===== config.mk =====
export PLATFORM = sky130hd
export DESIGN_NAME = key_step_conditioner_flat
export DESIGN_NICKNAME = d
export VERILOG_FILES = /design/src/rtl/key_step_conditioner_if.sv /design/src/rtl/key_step_conditioner.sv /design/src/flat_wrapper.sv
export SDC_FILE = /design/constraint.sdc
export NUM_CORES = 1
export LEC_CHECK = 0
export BUFFER_PORTS_ARGS = -buffer_cell sky130_fd_sc_hd__buf_2
export CAP_MARGIN = 10
export CORE_MARGIN = 3
export CORE_UTILIZATION = 35
export DETAILED_ROUTE_END_ITERATION = 16
export HOLD_SLACK_MARGIN = 0.03
export SLEW_MARGIN = 25
export SYNTH_ARGS = -nofsm -noshare
export SYNTH_HDL_FRONTEND = slang
export SYNTH_SLANG_ARGS = --single-unit

===== constraint.sdc =====
create_clock -name clk -period 4.2 [get_ports clk]
set_input_delay 0.84 -clock clk [delete_from_list [all_inputs] [get_ports clk]]
set_output_delay 0.84 -clock clk [all_outputs]
set_load 0.05 [all_outputs]

===== src/rtl/key_step_conditioner_if.sv =====
// Button-side bundle for key_step_conditioner: raw key and repeat enable in,
// debounced level and single-cycle event pulses out.
interface key_step_conditioner_if;
  logic key_n;
  logic repeat_en;
  logic pressed;
  logic press_pulse;
  logic release_pulse;
  logic step_pulse;

  modport master (
    output key_n, repeat_en,
    input  pressed, press_pulse, release_pulse, step_pulse
  );

  modport slave (
    input  key_n, repeat_en,
    output pressed, press_pulse, release_pulse, step_pulse
  );
endinterface


===== src/rtl/key_step_conditioner.sv =====
// Synchronises and debounces an active-low push button, then emits a clean level
// plus press/release/step pulses, with optional auto-repeat while held.
module key_step_conditioner #(
  parameter int DEB_CYCLES    = 1_000_000,
  parameter int HOLD_CYCLES   = 25_000_000,
  parameter int REPEAT_CYCLES = 5_000_000,
  parameter int CNT_W         = 25
) (
  input  logic                  clk,
  input  logic                  clr,
  key_step_conditioner_if.slave bus
);

  localparam logic [CNT_W-1:0] DEB_LAST  = CNT_W'(DEB_CYCLES - 1);
  localparam logic [CNT_W-1:0] HOLD_LAST = CNT_W'(HOLD_CYCLES - 1);
  localparam logic [CNT_W-1:0] REP_LAST  = CNT_W'(REPEAT_CYCLES - 1);
  localparam logic [CNT_W-1:0] CNT_ONE   = CNT_W'(1);

  typedef enum logic [2:0] {
    IDLE,
    DEB_PRESS,
    HELD,
    REPEAT,
    DEB_RELEASE
  } state_t;

  state_t           state_q, state_d;
  logic [CNT_W-1:0] cnt_q, cnt_d;
  logic             sync1_q, sync2_q;
  logic             key_s;
  logic             pressed_q, pressed_d;
  logic             press_q, press_d;
  logic             release_q, release_d;
  logic             step_q, step_d;

  assign key_s = ~sync2_q;

  always_ff @(posedge clk) begin
    if (clr) begin
      state_q   <= IDLE;
      cnt_q     <= '0;
      sync1_q   <= 1'b1;
      sync2_q   <= 1'b1;
      pressed_q <= 1'b0;
      press_q   <= 1'b0;
      release_q <= 1'b0;
      step_q    <= 1'b0;
    end else begin
      state_q   <= state_d;
      cnt_q     <= cnt_d;
      sync1_q   <= bus.key_n;
      sync2_q   <= sync1_q;
      pressed_q <= pressed_d;
      press_q   <= press_d;
      release_q <= release_d;
      step_q    <= step_d;
    end
  end

  // Every state change clears the shared counter so each phase times from zero.
  always_comb begin
    state_d   = state_q;
    cnt_d     = cnt_q;
    press_d   = 1'b0;
    release_d = 1'b0;
    step_d    = 1'b0;
    case (state_q)
      IDLE: begin
        if (key_s) begin
          state_d = DEB_PRESS;
          cnt_d   = '0;
        end
      end
      DEB_PRESS: begin
        if (!key_s) begin
          state_d = IDLE;
          cnt_d   = '0;
        end else if (cnt_q == DEB_LAST) begin
          state_d = HELD;
          cnt_d   = '0;
          press_d = 1'b1;
          step_d  = 1'b1;
        end else begin
          cnt_d = cnt_q + CNT_ONE;
        end
      end
      HELD: begin
        if (!key_s) begin
          state_d = DEB_RELEASE;
          cnt_d   = '0;
        end else if (bus.repeat_en) begin
          if (cnt_q == HOLD_LAST) begin
            state_d = REPEAT;
            cnt_d   = '0;
            step_d  = 1'b1;
          end else begin
            cnt_d = cnt_q + CNT_ONE;
          end
        end
      end
      REPEAT: begin
        if (!key_s) begin
          state_d = DEB_RELEASE;
          cnt_d   = '0;
        end else if (!bus.repeat_en) begin
          state_d = HELD;
          cnt_d   = '0;
        end else if (cnt_q == REP_LAST) begin
          cnt_d  = '0;
          step_d = 1'b1;
        end else begin
          cnt_d = cnt_q + CNT_ONE;
        end
      end
      DEB_RELEASE: begin
        // A bounce back to pressed restarts hold timing from scratch.
        if (key_s) begin
          state_d = HELD;
          cnt_d   = '0;
        end else if (cnt_q == DEB_LAST) begin
          state_d   = IDLE;
          cnt_d     = '0;
          release_d = 1'b1;
        end else begin
          cnt_d = cnt_q + CNT_ONE;
        end
      end
      default: begin
        state_d = IDLE;
        cnt_d   = '0;
      end
    endcase
    pressed_d = (state_d == HELD) || (state_d == REPEAT) || (state_d == DEB_RELEASE);
  end

  assign bus.pressed       = pressed_q;
  assign bus.press_pulse   = press_q;
  assign bus.release_pulse = release_q;
  assign bus.step_pulse    = step_q;

endmodule


===== src/flat_wrapper.sv =====
// flat-port wrapper written by rule: the top's interface ports become plain ports
module key_step_conditioner_flat 
#(
  parameter int DEB_CYCLES    = 1_000_000,
  parameter int HOLD_CYCLES   = 25_000_000,
  parameter int REPEAT_CYCLES = 5_000_000,
  parameter int CNT_W         = 25
)
  (clk, clr, bus_key_n, bus_repeat_en, bus_pressed, bus_press_pulse, bus_release_pulse, bus_step_pulse);
  key_step_conditioner_if bus_i ();
  input  logic clk;
  input  logic clr;
  input wire logic [$bits(bus_i.key_n)-1:0] bus_key_n;
  input wire logic [$bits(bus_i.repeat_en)-1:0] bus_repeat_en;
  output wire logic [$bits(bus_i.pressed)-1:0] bus_pressed;
  output wire logic [$bits(bus_i.press_pulse)-1:0] bus_press_pulse;
  output wire logic [$bits(bus_i.release_pulse)-1:0] bus_release_pulse;
  output wire logic [$bits(bus_i.step_pulse)-1:0] bus_step_pulse;
  assign bus_i.key_n = bus_key_n;
  assign bus_i.repeat_en = bus_repeat_en;
  assign bus_pressed = bus_i.pressed;
  assign bus_press_pulse = bus_i.press_pulse;
  assign bus_release_pulse = bus_i.release_pulse;
  assign bus_step_pulse = bus_i.step_pulse;
  key_step_conditioner #(.DEB_CYCLES(DEB_CYCLES), .HOLD_CYCLES(HOLD_CYCLES), .REPEAT_CYCLES(REPEAT_CYCLES), .CNT_W(CNT_W)) u_core (.clk(clk), .clr(clr), .bus(bus_i));
endmodule

* Yosys cells after proc, flatten, opt, wreduce, memory -nomap -nowiden
Cells that the tools add are included.
** Word-level totals
- Logic and storage cells :: 61
- Memories kept :: 0
- ROM bits :: 0
- Output and inout port bits :: 4
- Latch bits :: 0
- Bits of input ports :: 4
- RAM bits :: 0
- Bits in registers :: 34
** Cells by class
- Divide/modulo/power cells :: 0
- Add/sub/neg operators :: 1
- $lt $le $gt $ge :: 0
- Bitwise operators :: 3
- Reductions and logical operators :: 6
- Equality and inequality tests :: 12
- Multipliers :: 0
- Muxes and demuxes :: 31
- Shift operators :: 0
** Operator list (count)
- $mux W25 :: 10
- $pmux W25 S5 :: 1
- $mux W3 :: 10
- $add A25 B1 Y25 const B :: 1
- $eq A25 B20 Y1 const B :: 1
- $eq A25 B23 Y1 const B :: 1
- $eq A25 B25 Y1 const B :: 1
- $pmux W3 S5 :: 1
- $eq A3 B2 Y1 const B :: 4
- $mux W1 :: 8
- $eq A3 B3 Y1 const B :: 2
- $eq A3 B1 Y1 const B :: 1
- $logic_not A3 Y1 :: 1
- $ne A3 B2 Y1 const B :: 1
- $not A1 Y1 :: 3
- $pmux W1 S3 :: 1
- $reduce_or A3 Y1 :: 1
- $logic_or A1 B1 Y1 :: 2
- $ne A2 B2 Y1 const B :: 1
- $reduce_and A2 Y1 :: 1
- $reduce_or A2 Y1 :: 1

* Longest topological paths before layout
- Depth in word-level cells :: 8
- Mapped depth :: 9

* Worst setup path after synthesis
Ideal clock, no wire load.
- Kind :: input port to flip-flop
- Start :: input port bus_repeat_en
- End :: register u_core.cnt_q[23]
- Cell stages on the path :: 7
- Required time :: 4.085 ns
- Data arrival time :: 2.094 ns
- Slack :: 1.991 ns
- Cell sequence :: nor3b_1 o21a_1 or4_1 buf_2 nor3_1 xnor2_1 nor2_1
** On the way
- Cells in the longest elaborated chain, start to end :: 3
- Elaborated cells between the ends (all ways) :: 5
- Classes of those cells :: eq/ne (1); mux (3); reduce/logical (1)
** Ends and longest elaborated chain
- start, declared :: line flat_wrapper.sv:14 : input wire logic [$bits(bus_i.repeat_en)-1:0] bus_repeat_en;
- $mux W25 :: line key_step_conditioner.sv:105 : end else if (!bus.repeat_en) begin
- $mux W25 :: line key_step_conditioner.sv:102 : if (!key_s) begin
- $pmux W25 S5 :: line key_step_conditioner.sv:67 : case (state_q)
- end signal, assigned :: line key_step_conditioner.sv:50 : cnt_q <= cnt_d;
- end, declared :: line key_step_conditioner.sv:28 : logic [CNT_W-1:0] cnt_q, cnt_d;
Parallel ways exist; a longest one is shown, timed or not.
A chain may end at the register's enable or synchronous reset.

* Final worst setup path
- Start :: register u_core.cnt_q[1]
- End :: register u_core.cnt_q[13]
** On the way
- Cells in the longest elaborated chain, start to end :: 5
- Elaborated cells between the ends (all ways) :: 14
- Classes of those cells :: add/sub (1); eq/ne (3); mux (10)
** Ends and longest elaborated chain (line)
- $add A25 B1 Y25 (tied with other cells)
- $mux W25, on equally long branches :: key_step_conditioner.sv:108, key_step_conditioner.sv:92
- $mux W25, on equally long branches :: key_step_conditioner.sv:105, key_step_conditioner.sv:91
- $mux W25, on equally long branches :: key_step_conditioner.sv:102, key_step_conditioner.sv:88
- $pmux W25 S5 * :: key_step_conditioner.sv:67
Every way passes the cells marked *; elsewhere a longest branch is shown, timed or not. The select of a mux whose other input is x is not followed.

==> reports/qor.csv <==
stage;metric;value;unit
run_status;status;finished, final reports clean;
power_and_ir_drop;Switch Pwr;0.000130;W
clock_network;cts repair resizes;0;
clock_network;CTS root buffer;clkbuf_8;
floorplanning;chip height;77.3;um
power_and_ir_drop;switching part of the total;22.7;%
min_path;hold path depth;1;
critical_path;worst path buffer plus inverter count;1;
finish;share of cells above drive strength 1;9.42;%
yosys;cell taking the most area after synthesis;dfxtp_1;
finish;synth-to-layout area growth;8.08;%
global_routing;initial antenna violation count;0;
routing;Residual DRC;0;
clock_network;H-tree levels;2;
yosys;share of the synthesized area in the top cell type;38.2;%
clock_network;Hold-fix buffers, CTS;0;
sta;setup TNS;0;ns
floorplanning;I/O pin cnt;8;
global_routing;pin count of the biggest net entering global routing;14;
routing;drt via density;5.31;
placed_design;detailed placement HPWL;2750;um
placed_design;PortBufs;7;
yosys;Distinct cells, synth;43;
sta;Worst-Margin Slew;0.801;ns
yosys;Syn. warnings;0;
critical_path;terminus of the critical flop-to-flop path;u_core.cnt_q[13];
global_routing;gr ovfl total;0;
critical_path;CP max stage delay;0.58;ns
global_routing;vias in the first global route;1449;
yosys;Synth Net Count;224;
yosys;fraction of registers with async set/reset;0;%
yosys;count leader, synth;nor2_1;
routing;routed via count;1541;
sta;worst rel slew slack;46.1;%
routing;starting DRC count in detailed routing;66;
placed_design;routability cong.;0.760;
critical_path;flop-to-flop setup slack;1.51;ns
critical_path;CP Capture Type;register;
yosys;Post-synth top cells;35 x nor2_1, 34 x dfxtp_1, 15 x nand2_1;
power_and_ir_drop;LEAKAGE;0.672;nW
clock_network;buffer depth of the longest clock path;2;
power_and_ir_drop;Peak VDD IR;0.142;mV
critical_path;critical path class;register to register;
sta;clock skew;0.00887;ns
sta;final setup fails;0;
routing;Pre-antenna DRT Iters;4;
critical_path;arrival time worst endpoint;2.86;ns
floorplanning;Core Footprint;4820;um2
yosys;count of state elements after synthesis;34;
global_routing;Tot GR Track Use;13.7;%
floorplanning;Core Rows;25;
critical_path;R2R depth;8;
floorplanning;DIE WIDTH;77.3;um
yosys;synthesized cell area;1780;um2
critical_path;Worst setup SP type;register;
placed_design;Post-Place Cells;283;
sta;Final Max Tran Viols;0;
sta;tightest hold margin;0.412;ns
critical_path;Reg-to-Reg Start;u_core.cnt_q[1];
routing;final WL;3780;um
placed_design;dpl ws;1.46;ns
power_and_ir_drop;Int Pwr;0.000441;W
finish;fin nets;228;
min_path;hold crit path type;register to register;
clock_network;postcts setup bufs;0;
power_and_ir_drop;P per Cell Area;297;nW/um2
min_path;min-delay src;u_core.sync1_q;
yosys;register area share after synthesis;38.2;%
sta;setup slack after layout;1.51;ns
clock_network;CTS tree;built;
yosys;Mapped Cells;219;
yosys;Post-synth EDFFs;0;
sta;Hold Vio Cnt, Final;0;
critical_path;crit-path cells;ha_1 > nand3_2 > or4_1 > nor3_1 > nor2b_1 > o41ai_4 > buf_6 > nor2_1;
finish;final core occ;39.9;%
critical_path;Max FO, Critical Path;11;
critical_path;CP Data Required Time;4.37;ns
clock_network;later-pin clock latency in the skew report;0.28;ns
routing;WL/cell;13.0;um
clock_network;clock-pin slew on the worst setup and hold paths;0.07;ns
sta;fin crit share;64.1;%
sta;Period minus WS final;2.69;ns
finish;Final Non-Filler Cells;290;
yosys;ys flop type;dfxtp_1;
finish;Antenna Cells;0;
critical_path;CP max-delay cell;o41ai_4;
sta;unrepaired setup endpoints after global routing;false;
yosys;Area contributors post-synth;dfxtp_1 38%, nor2_1 7.4%, xor2_1 4.4%;
min_path;WHS Endpoint;u_core.sync2_q;
floorplanning;initial core utilization;37.0;%
power_and_ir_drop;Gate power share;3.7;%
clock_network;cts bufs inserted;5;
routing;DRT antenna net count;0;
sta;fmax;372;MHz
job;count of max-cap constraint violations;0;
power_and_ir_drop;Clock Power Share;39.4;%
clock_network;Sink Count;34;
critical_path;Crit path max-delay family;simple AND/OR/NAND/NOR gates;
yosys;Mean Syn Cell Area;8.13;um2
floorplanning;die area;5980;um2
global_routing;first-pass GRT wire length;6760;um
power_and_ir_drop;share of power burned in registers;56.9;%
placed cells by master, fill, tap and decap left out, types with 2 or more instances in the layout:
cell type  instances
nor3b_1            2
nor2b_1            3
nand3_1           13
nand2_1           15
nor3_1            12
nand2b_1           4
or2_2              3
buf_2              7
nor4_1             3
nand4_1            8
and4_1             2
a31oi_1            2
o22ai_1            3
nor2_1            35
a21oi_1            8
dfxtp_1           34
or4_1              3
nand4b_1           3
xnor2_1            7
clkbuf_8           5
and3_1             7
o21ai_0            8
o21a_1             3
inv_1              3
clkinv_2           2
and2_1             3
xor2_1             9
stage by stage:
stage          total power (W)  cell area, um2
3_5_place_dp          0.000354            1850
2_1_floorplan         0.000349            1780
3_3_place_gp          0.000352            1830
4_1_cts               0.000579            1920
6_report              0.000571            1920
5_1_grt               0.000596            1920
per-layer routing:
layer	track usage, %	part of all wire (%)	wire length, um
met2	20.0	43	1640
met1	19.0	50	1880
met3	3.99	5.8	218
met4	4.98	1.2	47
met5	0	0	0
worst register-to-register path: stages (launching register included):
cell and delay (ns):
dfxtp_1 0.38, ha_1 0.25, nand3_2 0.13, or4_1 0.56, nor3_1 0.28, nor2b_1 0.12, o41ai_4 0.58, buf_6 0.24
nor2_1 0.06
registers in the layout, indices dropped and copies added (netlist names):
name,count
u_core.sync1_q,1
u_core.bus.release_pulse,1
u_core.state_q,3
u_core.bus.step_pulse,1
u_core.bus.pressed,1
u_core.cnt_q,25
u_core.sync2_q,1
u_core.bus.press_pulse,1
power groups by stage:
| stage | registers, W | logic [W] | clock network (W) |
|---|---|---|---|
| after floorplan | 0.000331 | 0.0000181 | 0 |
| after global placement | 0.000333 | 0.0000194 | 0 |
| after detailed placement | 0.000333 | 0.0000213 | 0 |
| after CTS | 0.000325 | 0.0000214 | 0.000233 |
| after global routing | 0.000325 | 0.0000236 | 0.000247 |
| final | 0.000325 | 0.0000209 | 0.000225 |
layout make-up:
type,instances,area [um2]
fillers,497,2890
multi-input cells,171,1020
flip-flops and latches,34,681
well taps,67,83.8
clock buffers,5,68.8
repair buffers,8,46.3
inverters,3,11.3
clock inverters,2,10.0
kinds of logic after synthesis:
| group | after synthesis | synth area share [%] |
|---|---|---|
| flip-flops | 34 | 38.2 |
| AND/OR/NAND/NOR | 121 | 35.8 |
| buffers and inverters | 14 | 4.29 |
| AO/OA/AOI/OAI | 32 | 12.5 |
| XOR/XNOR | 16 | 7.87 |
| adder cells (fa/ha/maj) | 1 | 0.703 |
| multiplexers | 1 | 0.562 |
how the worst max path moves through the flow:
stage                       endpoint  slack [ns]  cells past startpoint             from
CTS                 u_core.cnt_q[13]        1.49                      8  u_core.cnt_q[0]
finish              u_core.cnt_q[13]        1.51                      8  u_core.cnt_q[1]
global placement     u_core.cnt_q[5]        1.34                      7  u_core.cnt_q[0]
global route        u_core.cnt_q[19]        1.29                      8  u_core.cnt_q[0]
detailed placement  u_core.cnt_q[20]        1.46                      7    bus_repeat_en
floorplan           u_core.cnt_q[23]        1.99                      7    bus_repeat_en
Power figures use the tool's default switching activity.
